File: src/rtl/uart_byte_rx.sv
// ============================================================================
// Module   : uart_byte_rx
// Purpose  : 8N1 UART receiver (LSB first, idle-high line). Delivers bytes
//            over a valid/ready handshake and flags framing errors (one-cycle
//            pulse) and overruns (sticky, cleared by err_clr).
// Revision : 1.0 - initial release
// ============================================================================
`default_nettype none

module uart_byte_rx #(
    parameter int CLKS_PER_BIT = 87,
    parameter int CNT_W        = $clog2(CLKS_PER_BIT)
) (
    input  logic       clk,
    input  logic       rst,
    input  logic       rx,
    output logic [7:0] rx_data,
    output logic       rx_valid,
    input  logic       rx_ready,
    output logic       frame_err,
    output logic       overrun,
    input  logic       err_clr,
    output logic       busy
);

    localparam logic [2:0] c_IDLE    = 3'd0;
    localparam logic [2:0] c_START   = 3'd1;
    localparam logic [2:0] c_DATA    = 3'd2;
    localparam logic [2:0] c_STOP    = 3'd3;
    localparam logic [2:0] c_WAIT_HI = 3'd4;

    // Last count of a bit period and the mid-start-bit sample point.
    localparam logic [CNT_W-1:0] c_CNT_LAST = CNT_W'(CLKS_PER_BIT - 1);
    localparam logic [CNT_W-1:0] c_CNT_MID  = CNT_W'((CLKS_PER_BIT - 1) / 2);
    localparam logic [CNT_W-1:0] c_CNT_ZERO = '0;
    localparam logic [CNT_W-1:0] c_CNT_ONE  = CNT_W'(1);

    logic             rx_meta_q;
    logic             rx_s_q;
    logic [2:0]       state_q,     state_d;
    logic [CNT_W-1:0] cnt_q,       cnt_d;
    logic [2:0]       bit_idx_q,   bit_idx_d;
    logic [7:0]       shift_q,     shift_d;
    logic [7:0]       rx_data_q,   rx_data_d;
    logic             rx_valid_q,  rx_valid_d;
    logic             frame_err_q, frame_err_d;
    logic             overrun_q,   overrun_d;

    // Two-flop synchronizer for the asynchronous serial line (idles high).
    always_ff @(posedge clk or posedge rst) begin
        if (rst) begin
            rx_meta_q <= 1'b1;
            rx_s_q    <= 1'b1;
        end else begin
            rx_meta_q <= rx;
            rx_s_q    <= rx_meta_q;
        end
    end

    // Next-state logic: frame FSM, shift register, handshake and error flags.
    always_comb begin
        state_d     = state_q;
        cnt_d       = cnt_q;
        bit_idx_d   = bit_idx_q;
        shift_d     = shift_q;
        rx_data_d   = rx_data_q;
        rx_valid_d  = rx_valid_q;
        overrun_d   = overrun_q;
        frame_err_d = 1'b0;

        // Consumer takes the byte; a same-edge load below overrides this.
        if (rx_valid_q && rx_ready) begin
            rx_valid_d = 1'b0;
        end
        // Clear first so a coincident new overrun below wins.
        if (err_clr) begin
            overrun_d = 1'b0;
        end

        case (state_q)
            c_IDLE: begin
                cnt_d = c_CNT_ZERO;
                if (!rx_s_q) begin
                    state_d = c_START;
                end
            end
            c_START: begin
                if (cnt_q == c_CNT_MID) begin
                    cnt_d     = c_CNT_ZERO;
                    bit_idx_d = 3'd0;
                    // Line back high at mid-start means a glitch: drop silently.
                    state_d   = rx_s_q ? c_IDLE : c_DATA;
                end else begin
                    cnt_d = cnt_q + c_CNT_ONE;
                end
            end
            c_DATA: begin
                if (cnt_q == c_CNT_LAST) begin
                    cnt_d     = c_CNT_ZERO;
                    shift_d   = {rx_s_q, shift_q[7:1]};
                    bit_idx_d = bit_idx_q + 3'd1;
                    if (bit_idx_q == 3'd7) begin
                        state_d = c_STOP;
                    end
                end else begin
                    cnt_d = cnt_q + c_CNT_ONE;
                end
            end
            c_STOP: begin
                if (cnt_q == c_CNT_LAST) begin
                    cnt_d = c_CNT_ZERO;
                    if (rx_s_q) begin
                        if (!rx_valid_q || rx_ready) begin
                            rx_data_d  = shift_q;
                            rx_valid_d = 1'b1;
                        end else begin
                            overrun_d = 1'b1;
                        end
                        // Leave at mid-stop so an immediately following start
                        // bit is not missed.
                        state_d = c_IDLE;
                    end else begin
                        frame_err_d = 1'b1;
                        state_d     = c_WAIT_HI;
                    end
                end else begin
                    cnt_d = cnt_q + c_CNT_ONE;
                end
            end
            c_WAIT_HI: begin
                // Hold off while the line stays low (break) to avoid restarts.
                cnt_d = c_CNT_ZERO;
                if (rx_s_q) begin
                    state_d = c_IDLE;
                end
            end
            default: begin
                state_d = c_IDLE;
                cnt_d   = c_CNT_ZERO;
            end
        endcase
    end

    // State and output registers.
    always_ff @(posedge clk or posedge rst) begin
        if (rst) begin
            state_q     <= c_IDLE;
            cnt_q       <= c_CNT_ZERO;
            bit_idx_q   <= 3'd0;
            shift_q     <= 8'h00;
            rx_data_q   <= 8'h00;
            rx_valid_q  <= 1'b0;
            frame_err_q <= 1'b0;
            overrun_q   <= 1'b0;
        end else begin
            state_q     <= state_d;
            cnt_q       <= cnt_d;
            bit_idx_q   <= bit_idx_d;
            shift_q     <= shift_d;
            rx_data_q   <= rx_data_d;
            rx_valid_q  <= rx_valid_d;
            frame_err_q <= frame_err_d;
            overrun_q   <= overrun_d;
        end
    end

    assign rx_data   = rx_data_q;
    assign rx_valid  = rx_valid_q;
    assign frame_err = frame_err_q;
    assign overrun   = overrun_q;
    assign busy      = (state_q != c_IDLE);

endmodule

`default_nettype wire

File: config.mk
export PLATFORM = sky130hd
export DESIGN_NAME = uart_byte_rx
export DESIGN_NICKNAME = d
export VERILOG_FILES = /design/src/rtl/uart_byte_rx.sv
export SDC_FILE = /design/constraint.sdc
export NUM_CORES = 1
export LEC_CHECK = 0
export ABC_AREA = 0
export CAP_MARGIN = 0
export CELL_PAD_IN_SITES_DETAIL_PLACEMENT = 2
export CELL_PAD_IN_SITES_GLOBAL_PLACEMENT = 2
export CORE_MARGIN = 2
export CORE_UTILIZATION = 25
export DETAILED_ROUTE_END_ITERATION = 12
export PLACE_DENSITY = 0.59
export SETUP_SLACK_MARGIN = 0.15
export SLEW_MARGIN = 30
export SYNTH_ARGS = -nofsm -noshare
export SYNTH_HDL_FRONTEND = slang
export SYNTH_SLANG_ARGS = --single-unit
File: constraint.sdc
create_clock -name clk -period 6.15 [get_ports clk]
set_clock_uncertainty 0.1 [all_clocks]
set_input_delay 1.23 -clock clk [delete_from_list [all_inputs] [get_ports clk]]
set_output_delay 1.23 -clock clk [all_outputs]
set_load 0.1 [all_outputs]
==> impl_results.md, run 1 <==
* Synth warnings at 0
* Routability cong. at 0.7363
* Starting DRT DRC Count at 13
* DRT antenna net count at 0
* Worst-margin pin slew at 0.9728 ns
* EDFF count, synth at 0
* Placed insts at 204
* Post-CTS resize count at 0
* Post-synth top area share at 52.98%
* Unrepaired setup endpoints after global routing: false
* Clock tree root buffer cell: clkbuf_8
* GRT overflow at 0
* Final Non-Filler Cells at 211
* Clock transition at path regs at 0.07 ns
* Crit-path slowest cell: clkdlybuf4s50_1
* Via Count at 975
* WS Path Type: reg2out
* Post-synthesis sequential area ratio at a little under three fifths
* Ys flop type: dfrtp_1
* Psw at 0.1015 mW
* Drt drc at 0
* Clock Sink Count at 34
* Synthesis-stage register bit count at 34
* FF+latch area at 853.3 um^2
* IO Pins at 17
* First-pass GRT wire length at 5492 um
* DIE HEIGHT at 81.76 um
* Crit. End Element: primary output
* I/O Buffers at 16
* Syn_nets at 127
* Clock Path Buffers at 2
* Final period util at 58.88%
* Xor/xnor cell area share of the yosys netlist at around 2.9%
* Routed WL at 3111 um
* Fraction of layout instances using a drive strength above 1 at between 20 and 25%
* Status: finished clean
* TNS Setup at 0 ns
* CTS Hold Buffers Added at 0
* Setup violators final at 0
* Starting density of the core at 25.68%
* Arr. time, crit path at 2.29 ns
* Synth Area in Compound Gates at 6.209%
* Wire per inst at 14.74 um
* Sequential power share at 56.9%
* Hold WC Path Type: reg2reg
* Post-synthesis mux area share at 13.33%
* Int Pwr at 0.3147 mW
* Top cells by area in the synthesized netlist: dfrtp_1 (53%), mux2_2 (13%), dfstp_2 (3.5%)
* Power Dens Cells at 229.2 nW/um^2
* Worst setup SP type: register
* Area leader, netlist: dfrtp_1
* Largest family of logic cells by synthesized area: simple AND/OR/NAND/NOR gates
* Fillcell total at 631
* DIE AREA at 6684 um^2
* Clk_lat worst skew at 0.29 ns
* Maxcap violations at 0
* Slew HR at 34.94%
* Postcts setup bufs at 0
* Largest net degree at the start of global routing at 35
* Combinational share of power at 6.0%
* Post-Synth Adder-Cell Area at under 10%
* H-tree Lvls at 2
* Row Count at 28
* Asr flop ratio synth at 100.0%
* CP required at 4.82 ns
* Final min period at 3.621 ns
* Post-Syn Area per Cell at 12.81 um^2
* Yosys cell types at 36
* TritonCTS Buffers at 5
* Initial antenna violation count at 0
* Gate Count Post-Synth at 118
* Simple-Gate Fraction of Synth Area at 14.40%
* Mapped Area at 1511 um^2
* ANT cells at 0
* CP cell instances: or3_1 -> clkdlybuf4s50_1
* CTS tree: done
* Die Width at 81.76 um
* Worst vdd ir at 76.73 uV
* Vias/cell at 4.621
* Pleak at around 0.84 nW
* CP peak stage delay at 1.13 ns
* Multi-input gate area at 606.8 um^2
* Final Max Slew Viols at 0
* Vias in the first global route at about 1100
* Max Clk Rate at 276.2 MHz
* Final hold violations at 0
* Area grow syn2layout at 20.12%
* First-pass detailed-route iteration total at 3
* DP HPWL at ~2200 um
* Layout Nets at 145
* Max FO, Critical Path at 14
* Clk network pwr share at approximately 37%
* GRT Resource Usage Total at 11.42%
* Post-route total power at about 0.42 mW
* Core area at 5886 um^2
* Net Sw Frac at 24.38%
==> cells in the mapped netlist (all sizes together), types with 2 or more instances <==
| library cell | instances |
|---|---|
| dfrtp | 32 |
| nand3 | 4 |
| or3 | 3 |
| a22oi | 2 |
| nor3 | 11 |
| buf | 3 |
| nor2 | 2 |
| ha | 4 |
| clkbuf | 3 |
| xor2 | 3 |
| xnor2 | 2 |
| and3 | 3 |
| o2bb2ai | 3 |
| inv | 4 |
| dfstp | 2 |
| nand2 | 4 |
| nand2b | 3 |
| mux2 | 17 |
==> through the flow <==
| stage | hold WS [ns] | worst slack, ns | area, um^2 | utilization, % |
|---|---|---|---|---|
| global route | 0.2668 | 2.442 | 1815 | 30.85 |
| detailed placement | 0.2541 | 2.851 | 1737 | 29.51 |
| finish | 0.2609 | 2.529 | 1815 | 30.85 |
| floorplan | 0.2452 | 3.376 | 1511 | - |
| CTS | 0.2643 | 2.514 | 1815 | 30.85 |
| global placement | 0.2480 | 2.880 | 1737 | 29.51 |
==> critical path: cells and delay by family (launching register included) <==
| family | cells | cell delay [ns] |
|---|---|---|
| and+or+nand+nor | 1 | 0.20 |
| buffers and inverters | 1 | 1.13 |
| DFF | 1 | 0.68 |
==> power by group through the flow <==
stage          clock, mW  sequential [mW]  combinational [mW]
2_1_floorplan          0            0.236              0.0221
3_3_place_gp           0            0.240              0.0249
3_5_place_dp           0            0.241              0.0261
4_1_cts            0.164            0.237              0.0261
5_1_grt            0.173            0.238              0.0286
6_report           0.154            0.237              0.0250
==> cell usage in the layout, fill, tap and decap left out, types with 2 or more instances in the layout <==
| cell | count |
|---|---|
| clkbuf_8 | 5 |
| nor3_1 | 10 |
| and3_1 | 3 |
| dfrtp_1 | 32 |
| nand2b_1 | 3 |
| nand3_1 | 4 |
| dfstp_2 | 2 |
| clkinv_2 | 2 |
| or3_1 | 2 |
| nor2_1 | 2 |
| inv_1 | 4 |
| nand2_1 | 4 |
| xor2_1 | 3 |
| clkdlybuf4s50_1 | 16 |
| xnor2_1 | 2 |
| mux2_2 | 17 |
| ha_1 | 4 |
| a22oi_1 | 2 |
| o2bb2ai_1 | 3 |
==> flip-flops by register name (all words and copies together), names as in the netlist, 3 cells and up <==
signal / cells
rx_data: 8
cnt_q: 7
shift_q: 8
bit_idx_q: 3
state_q: 3
==> area by class of cell <==
| class | instances | share of cell area, % |
|---|---|---|
| inverters | 4 | 0.8270 |
| multi-input cells | 74 | 33.43 |
| clock buffers | 5 | 3.790 |
| clock inverters | 2 | 0.5513 |
| flip-flops and latches | 34 | 47.00 |
| well taps | 75 | 5.169 |
| repair buffers | 17 | 9.235 |
==> per-layer routing <==
metal | wire length [um] | track usage, %
met3 | 109 | 3.297
met1 | 1446 | 15.03
met5 | 0 | 0
met4 | 68 | 6.000
met2 | 1486 | 16.91
==> kinds of logic after synthesis <==
| group | after synthesis |
|---|---|
| adders and majority gates | 4 |
| muxes | 18 |
| and+or+nand+nor | 35 |
| AOI/OAI and AO/OA | 12 |
| xor gates and xnor gates | 5 |
| buffers and inverters | 10 |
| DFF | 34 |
==> final timing paths <==
| check | start | end | slack [ns] | depth (start not counted) |
|---|---|---|---|---|
| worst max-delay path | state_q[2] | busy | 2.53 | 2 |
| worst min-delay path | rx_meta_q | rx_s_q | 0.26 | 0 |
| worst max register to register | cnt_q[0] | shift_q[2] | 3.93 | 6 |
| worst min register to register | rx_meta_q | rx_s_q | 0.26 | 0 |
| max in group asynchronous | rst | rx_meta_q | 4.37 | 3 |
| min in group asynchronous | rst | state_q[1] | 1.24 | 3 |
Note: power is estimated with default switching activity, not from simulation.
==> run 2: changes to the inputs <==
==> constraint.sdc (replaced) <==
create_clock -name clk -period 3.8 [get_ports clk]
set_clock_uncertainty 0.1 [all_clocks]
set_input_delay 0.76 -clock clk [delete_from_list [all_inputs] [get_ports clk]]
set_output_delay 0.76 -clock clk [all_outputs]
set_load 0.1 [all_outputs]
==> impl_results.md, run 2 (same netlist as run 1, synthesis figures left out) <==
* DIE AREA at 6684 um^2 (unchanged)
* DIE HEIGHT at 81.76 um (unchanged)
* Worst-margin pin slew at 0.9727 ns (-0.00008124 ns)
* Starting density of the core at 25.68% (unchanged)
* Clock transition at path regs at 0.07 ns (about the same)
* Clock Sink Count at 34 (unchanged)
* Arr. time, crit path at 2.28 ns (about the same)
* Vias/cell at 4.555 (-1.4%)
* First-pass detailed-route iteration total at 3 (unchanged)
* Power Dens Cells at 371.4 nW/um^2 (+62%)
* Final Max Slew Viols at 0 (unchanged)
* Unrepaired setup endpoints after global routing: false
* Fraction of layout instances using a drive strength above 1 at 22.79% (unchanged)
* Clk_lat worst skew at 0.28 ns (about the same)
* Routability cong. at 0.7363 (unchanged)
* Placed insts at 204 (unchanged)
* Drt drc at 0 (unchanged)
* Clock Path Buffers at 2 (unchanged)
* WS Path Type: reg2out
* Starting DRT DRC Count at 19 (+6)
* Post-CTS resize count at 0 (unchanged)
* I/O Buffers at 16 (unchanged)
* GRT overflow at 0 (unchanged)
* Row Count at 28 (unchanged)
* Critical hold path startpoint: rx_meta_q
* Largest net degree at the start of global routing at 35 (unchanged)
* Max Clk Rate at between 300 and 400 MHz
* GRT Resource Usage Total at 11.42% (about the same)
* H-tree Lvls at 2 (unchanged)
* IO Pins at 17 (unchanged)
* Die Width at 81.76 um (unchanged)
* CP required at 2.94 ns (-1.88 ns)
* Slew HR at 34.95% (about the same)
* Crit. End Element: primary output
* Final Non-Filler Cells at 211 (unchanged)
* Hold WC Path Type: reg2reg
* Post-route total power at 0.6743 mW (+62%)
* DP HPWL at 2239 um (+0.39%)
* Layout Nets at 145 (unchanged)
* Setup violators final at 0 (unchanged)
* ANT cells at 0 (unchanged)
* Initial antenna violation count at 0 (unchanged)
* Area grow syn2layout at 20.12% (unchanged)
* Vias in the first global route at 1040 (-1.5%)
* Final hold violations at 0 (unchanged)
* Most common cell after layout, fill and taps aside: dfrtp_1
* Maxcap violations at 0 (unchanged)
* Worst Setup SP: state_q[2]
* Wire per inst at 14.90 um (+1.1%)
* Pleak at 0.8359 nW (unchanged)
* First-pass GRT wire length at 5492 um (unchanged)
* CTS tree: done
* R2R Path Start: cnt_q[0]
* Status: finished clean
* Routed WL at 3144 um (+1.1%)
* Max FO, Critical Path at 14 (unchanged)
* Clock tree root buffer cell: clkbuf_8
* Core area at 5886 um^2 (unchanged)
* Most frequent cells in the layout: dfrtp_1 (32), mux2_2 (17), clkdlybuf4s50_1 (16)
* TritonCTS Buffers at 5 (unchanged)
* CTS Hold Buffers Added at 0 (unchanged)
* Final period util at 82.62%
* Final min period at 3.139 ns
* Worst setup SP type: register
* DRT antenna net count at 0 (unchanged)
* Postcts setup bufs at 0 (unchanged)
* TNS Setup at 0 ns (unchanged)
* Worst vdd ir at 139.5 uV (+82%)
* Via Count at 961 (-1.4%)
run 2: power by group:
part / internal [mW] / switching [mW] / total [mW]
combinational: 0.0164 / 0.0240 / 0.0404
clock: 0.123 / 0.128 / 0.251
sequential: 0.370 / 0.0132 / 0.383
run 2: critical path, cell delays in order, from the launching register on:
cell             delay (ns)
dfrtp_1                0.67
or3_1                  0.19
clkdlybuf4s50_1        1.13
run 2: layout make-up:
cell class | instances | area [um^2]
inverters | 4 | 15.01
well taps | 75 | 93.84
flip-flops and latches | 34 | 853.3
fillers | 635 | 4070
repair buffers | 17 | 167.7
clock inverters | 2 | 10.01
clock buffers | 5 | 68.82
multi-input cells | 74 | 606.8
run 2: final timing paths:
check                      slack, ns          to  depth (start not counted)
min                             0.26      rx_s_q                          0
max reg2reg                     1.58  shift_q[2]                          6
min in group asynchronous       0.77  state_q[1]                          3
max                             0.66        busy                          2
min reg2reg                     0.26      rx_s_q                          0
max in group asynchronous       2.50   rx_meta_q                          3
run 2: layer usage:
metal | part of all wire, % | GRT usage, %
met5 | 0 | 0
met4 | 1.2 | 4.500
met3 | 4.1 | 4.286
met2 | 48 | 17.07
met1 | 47 | 14.88
run 2: per-stage QoR:
stage | instance area [um^2] | hold WS [ns] | util (%) | setup WS (ns)
finish | 1815 | 0.2601 | 30.85 | 0.6606
global route | 1815 | 0.2666 | 30.85 | 0.5519
CTS | 1815 | 0.2640 | 30.85 | 0.6355
detailed placement | 1737 | 0.2541 | 29.51 | 0.9711
global placement | 1737 | 0.2480 | 29.51 | 1.000
floorplan | 1511 | 0.2452 | - | 1.496
